$ cat config.mk
export PLATFORM = sky130hd
export DESIGN_NAME = load_store_unit
export DESIGN_NICKNAME = d
export VERILOG_FILES = /design/src/rtl/lsu_pkg.sv /design/src/rtl/lsu_byte_lane.sv /design/src/rtl/load_store_unit.sv
export SDC_FILE = /design/constraint.sdc
export NUM_CORES = 1
export LEC_CHECK = 0
export ABC_AREA = 1
export CAP_MARGIN = 10
export CORE_ASPECT_RATIO = 1.2
export CORE_MARGIN = 2
export CORE_UTILIZATION = 65
export DETAILED_ROUTE_END_ITERATION = 16
export DONT_BUFFER_PORTS = 1
export PLACE_DENSITY_LB_ADDON = 0.3
export SLEW_MARGIN = 20
export SYNTH_ARGS = -nofsm -noshare
export SYNTH_HDL_FRONTEND = slang
export SYNTH_HIERARCHICAL = 1
export SYNTH_SLANG_ARGS = --single-unit
$ cat constraint.sdc
create_clock -name clk -period 2.9 [get_ports clk]
set_input_delay 0.435 -clock clk [delete_from_list [all_inputs] [get_ports clk]]
set_output_delay 0.435 -clock clk [all_outputs]
set_load 0.1 [all_outputs]
$ cat src/rtl/lsu_pkg.sv
// Shared op codes, FSM encoding and request-decode helpers for the load/store unit.
package lsu_pkg;

  localparam int LSU_DATA_W = 32;

  typedef enum logic [2:0] {
    LSU_LW  = 3'd0,
    LSU_LH  = 3'd1,
    LSU_LHU = 3'd2,
    LSU_LB  = 3'd3,
    LSU_LBU = 3'd4,
    LSU_SW  = 3'd5,
    LSU_SH  = 3'd6,
    LSU_SB  = 3'd7
  } lsu_op_e;

  // Three bits leave codes 5..7 unused; those recover to ST_IDLE.
  typedef enum logic [2:0] {
    ST_IDLE   = 3'd0,
    ST_LOAD   = 3'd1,
    ST_STORE  = 3'd2,
    ST_RMW_RD = 3'd3,
    ST_RMW_WR = 3'd4
  } lsu_state_e;

  function automatic logic is_load(input lsu_op_e op);
    return (op == LSU_LW) || (op == LSU_LH) || (op == LSU_LHU) ||
           (op == LSU_LB) || (op == LSU_LBU);
  endfunction

  function automatic logic is_subword_store(input lsu_op_e op);
    return (op == LSU_SH) || (op == LSU_SB);
  endfunction

  function automatic logic is_misaligned(input lsu_op_e op, input logic [1:0] off);
    logic word_op;
    logic half_op;
    word_op = (op == LSU_LW) || (op == LSU_SW);
    half_op = (op == LSU_LH) || (op == LSU_LHU) || (op == LSU_SH);
    return (word_op && (off != 2'b00)) || (half_op && off[0]);
  endfunction

endpackage

$ cat src/rtl/lsu_byte_lane.sv
// Little-endian lane steering: load extract/extend and sub-word store merge.
module lsu_byte_lane
  import lsu_pkg::*;
(
  input  logic [31:0] rd_word,
  input  logic [31:0] st_data,
  input  logic [1:0]  off,
  input  lsu_op_e     op,
  output logic [31:0] ld_data,
  output logic [31:0] st_word
);

  logic [7:0]  byte_sel;
  logic [15:0] half_sel;

  always_comb begin
    byte_sel = rd_word[{off, 3'b000} +: 8];
    half_sel = rd_word[{off[1], 4'b0000} +: 16];

    ld_data = rd_word;
    case (op)
      LSU_LH:  ld_data = {{16{half_sel[15]}}, half_sel};
      LSU_LHU: ld_data = {16'h0000, half_sel};
      LSU_LB:  ld_data = {{24{byte_sel[7]}}, byte_sel};
      LSU_LBU: ld_data = {24'h000000, byte_sel};
      default: ld_data = rd_word;
    endcase

    st_word = rd_word;
    case (op)
      LSU_SB:  st_word[{off, 3'b000} +: 8]     = st_data[7:0];
      LSU_SH:  st_word[{off[1], 4'b0000} +: 16] = st_data[15:0];
      LSU_SW:  st_word = st_data;
      default: st_word = rd_word;
    endcase
  end

endmodule

$ cat src/rtl/load_store_unit.sv
// Memory-stage load/store unit: word-indexed access, RMW sub-word stores,
// and a write enable driven straight from a flop.
module load_store_unit
  import lsu_pkg::*;
#(
  parameter int RAM_AW = 12,
  parameter int DATA_W = 32
) (
  input  logic              clk,
  input  logic              rst_n,
  input  logic              req_valid,
  output logic              req_ready,
  input  logic [2:0]        req_op,
  input  logic [31:0]       req_addr,
  input  logic [DATA_W-1:0] req_wdata,
  output logic              resp_valid,
  output logic [DATA_W-1:0] resp_data,
  output logic              resp_misalign,
  output logic [31:0]       mem_addr,
  output logic [DATA_W-1:0] mem_wdata,
  output logic              mem_wren,
  input  logic [DATA_W-1:0] mem_rdata
);

  lsu_state_e        state_q, state_d;
  lsu_op_e           op_q, op_d;
  logic [1:0]        off_q, off_d;
  logic [31:0]       wdata_q, wdata_d;
  logic [RAM_AW-1:0] mem_addr_q, mem_addr_d;
  logic [31:0]       mem_wdata_q, mem_wdata_d;
  logic              mem_wren_q, mem_wren_d;
  logic              resp_valid_q, resp_valid_d;
  logic [31:0]       resp_data_q, resp_data_d;
  logic              resp_misalign_q, resp_misalign_d;

  logic [31:0] ld_data;
  logic [31:0] st_word;
  lsu_op_e     req_op_e;

  assign req_op_e = lsu_op_e'(req_op);

  lsu_byte_lane u_lane (
    .rd_word (mem_rdata),
    .st_data (wdata_q),
    .off     (off_q),
    .op      (op_q),
    .ld_data (ld_data),
    .st_word (st_word)
  );

  // Handshake: a request is taken on any rising edge where req_valid && req_ready;
  // req_ready is high exactly when the FSM sits in ST_IDLE.
  always_comb begin
    state_d         = state_q;
    op_d            = op_q;
    off_d           = off_q;
    wdata_d         = wdata_q;
    mem_addr_d      = mem_addr_q;
    mem_wdata_d     = mem_wdata_q;
    mem_wren_d      = 1'b0;
    resp_valid_d    = 1'b0;
    resp_data_d     = 32'h0;
    resp_misalign_d = 1'b0;

    case (state_q)
      ST_IDLE: begin
        if (req_valid) begin
          op_d       = req_op_e;
          off_d      = req_addr[1:0];
          wdata_d    = req_wdata;
          mem_addr_d = req_addr[RAM_AW+1:2];
          if (is_misaligned(req_op_e, req_addr[1:0])) begin
            resp_valid_d    = 1'b1;
            resp_misalign_d = 1'b1;
          end else if (is_load(req_op_e)) begin
            state_d = ST_LOAD;
          end else if (is_subword_store(req_op_e)) begin
            state_d = ST_RMW_RD;
          end else begin
            state_d     = ST_STORE;
            mem_wdata_d = req_wdata;
            mem_wren_d  = 1'b1;
          end
        end
      end
      ST_LOAD: begin
        resp_data_d  = ld_data;
        resp_valid_d = 1'b1;
        state_d      = ST_IDLE;
      end
      ST_STORE: begin
        resp_valid_d = 1'b1;
        state_d      = ST_IDLE;
      end
      // Merge happens against the word read during this cycle; the write follows.
      ST_RMW_RD: begin
        mem_wdata_d = st_word;
        mem_wren_d  = 1'b1;
        state_d     = ST_RMW_WR;
      end
      ST_RMW_WR: begin
        resp_valid_d = 1'b1;
        state_d      = ST_IDLE;
      end
      default: begin
        state_d = ST_IDLE;
      end
    endcase
  end

  always_ff @(posedge clk or negedge rst_n) begin
    if (!rst_n) begin
      state_q         <= ST_IDLE;
      op_q            <= LSU_LW;
      off_q           <= 2'b00;
      wdata_q         <= 32'h0;
      mem_addr_q      <= '0;
      mem_wdata_q     <= 32'h0;
      mem_wren_q      <= 1'b0;
      resp_valid_q    <= 1'b0;
      resp_data_q     <= 32'h0;
      resp_misalign_q <= 1'b0;
    end else begin
      state_q         <= state_d;
      op_q            <= op_d;
      off_q           <= off_d;
      wdata_q         <= wdata_d;
      mem_addr_q      <= mem_addr_d;
      mem_wdata_q     <= mem_wdata_d;
      mem_wren_q      <= mem_wren_d;
      resp_valid_q    <= resp_valid_d;
      resp_data_q     <= resp_data_d;
      resp_misalign_q <= resp_misalign_d;
    end
  end

  assign req_ready     = (state_q == ST_IDLE);
  assign resp_valid    = resp_valid_q;
  assign resp_data     = resp_data_q;
  assign resp_misalign = resp_misalign_q;
  assign mem_addr      = {{(32-RAM_AW){1'b0}}, mem_addr_q};
  assign mem_wdata     = mem_wdata_q;
  assign mem_wren      = mem_wren_q;

endmodule
Word-level counts from Yosys, hierarchy flattened

Index checks and enable logic that the tools add are counted.

Shift-type cells: 6
Multiplexer cells: 24
Equal/unequal tests: 22
Add/sub/neg operators: 2
Reductions and logical operators: 19

Operator list:

| kind                      | number |
|---|---|
| $mux W32                  | 5 |
| $pmux W32 S4              | 1 |
| $pmux W32 S3              | 1 |
| $bwmux W32                | 2 |
| $pmux W32 S2              | 1 |
| $shift A16 B7 Y32 const A | 1 |
| $shift A8 B7 Y32 const A  | 1 |
| $shiftx A16 B7 Y32        | 1 |
| $shiftx A32 B6 Y16        | 1 |
| $shiftx A32 B6 Y8         | 1 |
| $shiftx A8 B7 Y32         | 1 |
| $eq A3 B3 Y1 const B      | 9 |
| $eq A3 B2 Y1 const B      | 6 |
| $neg A5 Y7                | 2 |
| $eq A3 B1 Y1 const B      | 3 |
| $logic_or A1 B1 Y1        | 9 |
| $mux W1                   | 8 |
| $ne A2 B2 Y1 const B      | 4 |
| $logic_not A3 Y1          | 2 |
| $mux W3                   | 2 |
| $pmux W3 S2               | 1 |
| $reduce_and A5 Y1         | 1 |
| $pmux W1 S2               | 2 |
| $reduce_and A2 Y1         | 2 |
| 4 further kinds           | 6 |

Register bits: 119
Logic and storage cells: 83
Bits of input ports: 102

Logic depth before layout (Yosys ltp)

Word-level depth: 9
Mapped depth: 15

Cells and area by module

The synthesis kept the hierarchy.

Modules (own cells, without submodules):

| module          | instances | cells an instance | area each (um^2) |
|---|---|---|---|
| load_store_unit | 1         | 598               | 5067.4 |
| lsu_byte_lane   | 1         | 610               | 2748.9 |

Least setup slack after synthesis

No wires, ideal clock.

Path type: register to register
From: register off_q[0]
To: register mem_wdata_q[7], in the netlist mem_wdata[7]
Required time: 2.831 ns
Arrival: 2.003 ns
Cell stages (with the launch flop): 14
Path buffers: 2
Setup time: 0.069 ns
Setup slack: 0.828 ns
Clock period less this slack: 2.072 ns
Cells stage by stage: dfrtp_1 > inv_2 > clkbuf_1 > ha_1 > buf_2 > clkinv_1 > nand2_1 > o21ai_0 > nand2_1 > nand3_1 > nand2_1 > nand2_1 > nand3_1 > nand2_1

Longest elaborated chain between the ends: 5
Elaborated cells between the ends (all ways): 6
Classes of those cells: add/sub: 1; shift: 2; mux: 3

RTL lines:

| item                                                  | RTL line               | source |
|---|---|---|
| start, declared                                       | load_store_unit.sv:27  | `logic [1:0] off_q, off_d;` |
| start signal, assigned                                | load_store_unit.sv:115 | `off_q <= 2'b00;` |
| start signal, assigned                                | load_store_unit.sv:126 | `off_q <= off_d;` |
| $neg A5 Y7 *                                          | lsu_byte_lane.sv:31    | `LSU_SB: st_word[{off, 3'b000} +: 8] = st_data[7:0];` |
| $shiftx A8 B7 Y32 or $shift A8 B7 Y32 (tied branches) | lsu_byte_lane.sv:31    |  |
| $bwmux W32 *                                          | lsu_byte_lane.sv:31    |  |
| $pmux W32 S3 *                                        | lsu_byte_lane.sv:30    | `case (op)` |
| via st_word[7]                                        | load_store_unit.sv:37  | `logic [31:0] st_word;` |
| $pmux W32 S2 *                                        | load_store_unit.sv:65  | `case (state_q)` |
| end signal, assigned                                  | load_store_unit.sv:129 | `mem_wdata_q <= mem_wdata_d;` |
| end, declared                                         | load_store_unit.sv:30  | `logic [31:0] mem_wdata_q, mem_wdata_d;` |

Mark *: on every way through the listed nets, which the timed path passes. The rest lies on a longest branch.
A chain may end at the register's enable or synchronous reset.

Worst setup path after layout

From: register off_q[1]
To: register resp_data_q[30], in the netlist resp_data[30]

Longest elaborated chain between the ends: 3
Elaborated cells between the ends (all ways): 4
Classes of those cells: shift: 2; mux: 2

RTL lines:

| item                                                    | RTL line                                 | source |
|---|---|---|
| $shiftx A32 B6 Y8 or $shiftx A32 B6 Y16 (tied branches) | lsu_byte_lane.sv:17, lsu_byte_lane.sv:18 |  |
| $pmux W32 S4 *                                          | lsu_byte_lane.sv:21                      | `case (op)` |
| via ld_data[30]                                         | load_store_unit.sv:36                    | `logic [31:0] ld_data;` |
| $mux W32 *                                              | load_store_unit.sv:65                    |  |
| via resp_data_d[30]                                     | load_store_unit.sv:33                    | `logic [31:0] resp_data_q, resp_data_d;` |
| end signal, assigned                                    | load_store_unit.sv:132                   | `resp_data_q <= resp_data_d;` |
| end, declared                                           | load_store_unit.sv:33                    |  |

Marked as above.

==> load_flow_metrics.sql <==
INSERT INTO impl_metrics (metric_group, metric, value, unit) VALUES
('outcome', 'result_of_the_run', 'finished, violations left', ''),
('outcome', 'failed_checks', 'negative hold slack', ''),
('sta', 'achievable_frequency', '427', 'MHz'),
('cts', 'cts_post_setup_buffers_inserted', '0', ''),
('drt', 'num_vias', '7613', ''),
('power_and_ir_drop', 'switching_power', '0.00463', 'W'),
('critical_path', 'cp-start-kind', 'flip-flop', ''),
('run', 'drv_cap', '0', ''),
('critical_path', 'crit_slowest_cell', 'sky130_fd_sc_hd__nand2_1', ''),
('drt', 'detail_route.vias_per_cell', '5.68', ''),
('critical_path', 'worst-endpoint-arrival', '2.68', 'ns'),
('die', 'num_io_pins', '202', ''),
('cts', 'worst_skew_pair.late_latency', '0.42', 'ns'),
('drt', 'detailedRoute.firstPassIterationCount', '7', ''),
('critical_path', 'critPathBufInv', '3', ''),
('critical_path', 'regToRegStartpoint', 'off_q[1]', ''),
('power_and_ir_drop', 'p_leak', '4.41', 'nW'),
('final_layout', 'layoutNonFillerInstCount', '1341', ''),
('sta', 'whs', '-0.293', 'ns'),
('sta', 'setup_tns', '0', 'ns'),
('place', 'hpwl', '15.7', 'mm'),
('synth', 'ys_seq_area_frac', '0.381', ''),
('die', 'design.die.area', '0.0129', 'mm²'),
('critical_path', 'cp-startpoint', 'off_q[1]', ''),
('power_and_ir_drop', 'cellPowerDensity', '1040', 'mW/mm²'),
('final_layout', 'layout.cells.most_common', 'sky130_fd_sc_hd__nand2_1', ''),
('die', 'dieHeight', '124', 'µm'),
('final_layout', 'utilization', '0.718', ''),
('critical_path', 'critical_path.endpoint_type', 'flip-flop', ''),
('synth', 'synthArstFlopShare', '1.00', ''),
('drt', 'final_wirelength', '22.7', 'mm'),
('cts', 'clk_pin_slew_worst_paths', '0.06', 'ns'),
('critical_path', 'critical_path.max_stage_delay', '0.43', 'ns'),
('synth', 'syn_warnings', '6', ''),
('power_and_ir_drop', 'vdd.ir_drop.worst', '1.09', 'mV'),
('critical_path', 'setup_crit_path_kind', 'reg2reg', ''),
('critical_path', 'worst-endpoint-required', '3.24', 'ns'),
('synth', 'synth_enable_flop_cells', '0', ''),
('grt', 'antenna_found_initial', '0', ''),
('cts', 'cts_tree', 'yes', ''),
('cts', 'cts_buffers', '17', ''),
('power_and_ir_drop', 'share_seq_of_total_power', '0.524', ''),
('drt', 'initialDrtViolationCount', '730', ''),
('power_and_ir_drop', 'combPwrFrac', '0.214', ''),
('place', 'placed_cells', '1309', ''),
('die', 'starting_density_of_the_core', '0.673', ''),
('critical_path', 'setup.reg_to_reg.worst_slack', '0.56', 'ns'),
('synth', 'syn_avg_cell_area', '6.47', 'µm²'),
('sta', 'finalClockSkew', '0.00686', 'ns'),
('final_layout', 'layout_common_cells', 'sky130_fd_sc_hd__nand2_1 (421), sky130_fd_sc_hd__nand3_1 (169), sky130_fd_sc_hd__dfrtp_1 (118), sky130_fd_sc_hd__nor2_1 (114), sky130_fd_sc_hd__inv_1 (104)', ''),
('sta', 'slew_viol_final', '0', ''),
('drt', 'post-route-drc-count', '0', ''),
('final_layout', 'drive_gt1_frac', '0.0608', ''),
('sta', 'final-hold-violation-count', '119', ''),
('die', 'core_region_area', '0.0116', 'mm²'),
('synth', 'post_synth_inst_count', '1208', ''),
('die', 'die_w', '104', 'µm'),
('grt', 'vias_in_the_first_global_route', '6822', ''),
('sta', 'final-setup-viol-count', '0', ''),
('place', 'post-place-ws', '0.627', 'ns'),
('die', 'rows', '43', ''),
('final_layout', 'antenna_cells_inserted', '0', ''),
('grt', 'grt_first_pass_wirelength', '36.0', 'mm'),
('power_and_ir_drop', 'power_report.internal_total', '0.00405', 'W'),
('grt', 'largest_net_degree_at_the_start_of_global_routing', '120', ''),
('cts', 'clock_sinks', '119', ''),
('synth', 'netlist-cell-type-count', '27', ''),
('critical_path', 'path_max_fanout', '43', ''),
('power_and_ir_drop', 'power.clock.fraction', '0.262', ''),
('synth', 'ys_dominant_reg_cell', 'sky130_fd_sc_hd__dfrtp_1', ''),
('final_layout', 'layout-area-overhead-vs-synth', '6.74', '%');
==> path summary, 6_finish.rpt <==
kind | to | depth (start not counted)
setup / recovery | resp_data[30] | 8
hold / removal | state_q[0] | 0
setup reg to reg | resp_data[30] | 8
hold reg to reg | wdata_q[31] | 2
max in group asynchronous | wdata_q[17] | 0
min in group clk | mem_addr_q[3] | 2
==> layer usage <==
metal	vias to the layer above	GRT usage	share of wire
li1	3707	-	-
met4	0	0.173	0.039
met5	-	0	0
met3	58	0.0863	0.095
met1	3428	0.484	0.41
met2	420	0.543	0.45
==> kinds of logic after synthesis <==
| family | Yosys count | share of synthesized area |
|---|---|---|
| compound gates | 149 | 0.0999 |
| buf+inv | 205 | 0.120 |
| simple gates | 729 | 0.390 |
| flops | 119 | 0.381 |
| fa+ha+maj | 5 | 0.00800 |
| other cells | 1 | 0.000480 |
==> Yosys cell counts, types with 3 or more instances <==
cell type / n / share of area
sky130_fd_sc_hd__clkbuf_1: 23 / 0.011
sky130_fd_sc_hd__nand3_2: 3 / 0.0038
sky130_fd_sc_hd__o21ai_0: 89 / 0.057
sky130_fd_sc_hd__o21a_1: 8 / 0.0077
sky130_fd_sc_hd__buf_4: 29 / 0.028
sky130_fd_sc_hd__inv_1: 104 / 0.050
sky130_fd_sc_hd__nand4_1: 9 / 0.0072
sky130_fd_sc_hd__ha_1: 5 / 0.0080
sky130_fd_sc_hd__nor2_1: 114 / 0.055
sky130_fd_sc_hd__buf_2: 38 / 0.024
sky130_fd_sc_hd__nor2_4: 4 / 0.0058
sky130_fd_sc_hd__dfrtp_1: 119 / 0.38
sky130_fd_sc_hd__inv_2: 7 / 0.0034
sky130_fd_sc_hd__o21ai_1: 10 / 0.0064
sky130_fd_sc_hd__nand3_1: 169 / 0.11
sky130_fd_sc_hd__nand2_1: 422 / 0.20
sky130_fd_sc_hd__a21oi_1: 40 / 0.026
==> registers in the layout, indices dropped and copies added, names as in the netlist <==
name,count
mem_wdata,32
resp_data,32
wdata_q,32
mem_addr_q,12
op_q,3
state_q,3
off_q,2
mem_wren,1
resp_misalign,1
resp_valid,1
==> stage by stage <==
stage,power [W],area [µm²]
after floorplan,0.00600,7890
after global placement,0.00634,7700
after detailed placement,0.00638,7700
after CTS,0.00867,8330
after global routing,0.00907,8340
final,0.00868,8340
==> power by group through the flow <==
stage	registers [W]	clock network [W]	logic (W)
final	0.00455	0.00227	0.00186
after global routing	0.00459	0.00237	0.00211
after CTS	0.00455	0.00229	0.00183
after detailed placement	0.00457	0	0.00181
after global placement	0.00456	0	0.00177
after floorplan	0.00445	0	0.00155
==> what timing repair did <==
item | in CTS | in global routing
endpoints found under the hold margin | 119 | 119
resized for setup | 0 | 0
setup endpoints to repair | 0 | 0
==> cell type report <==
class | instances | area, µm²
clock buffer | 19 | 443
clock inverter | 13 | 194
fill | 1010 | 3280
inverter | 113 | 424
multi-input combinational | 903 | 3980
sequential | 119 | 2980
tap | 157 | 196
timing repair buffer | 17 | 128
Power figures use the tool's default switching activity.
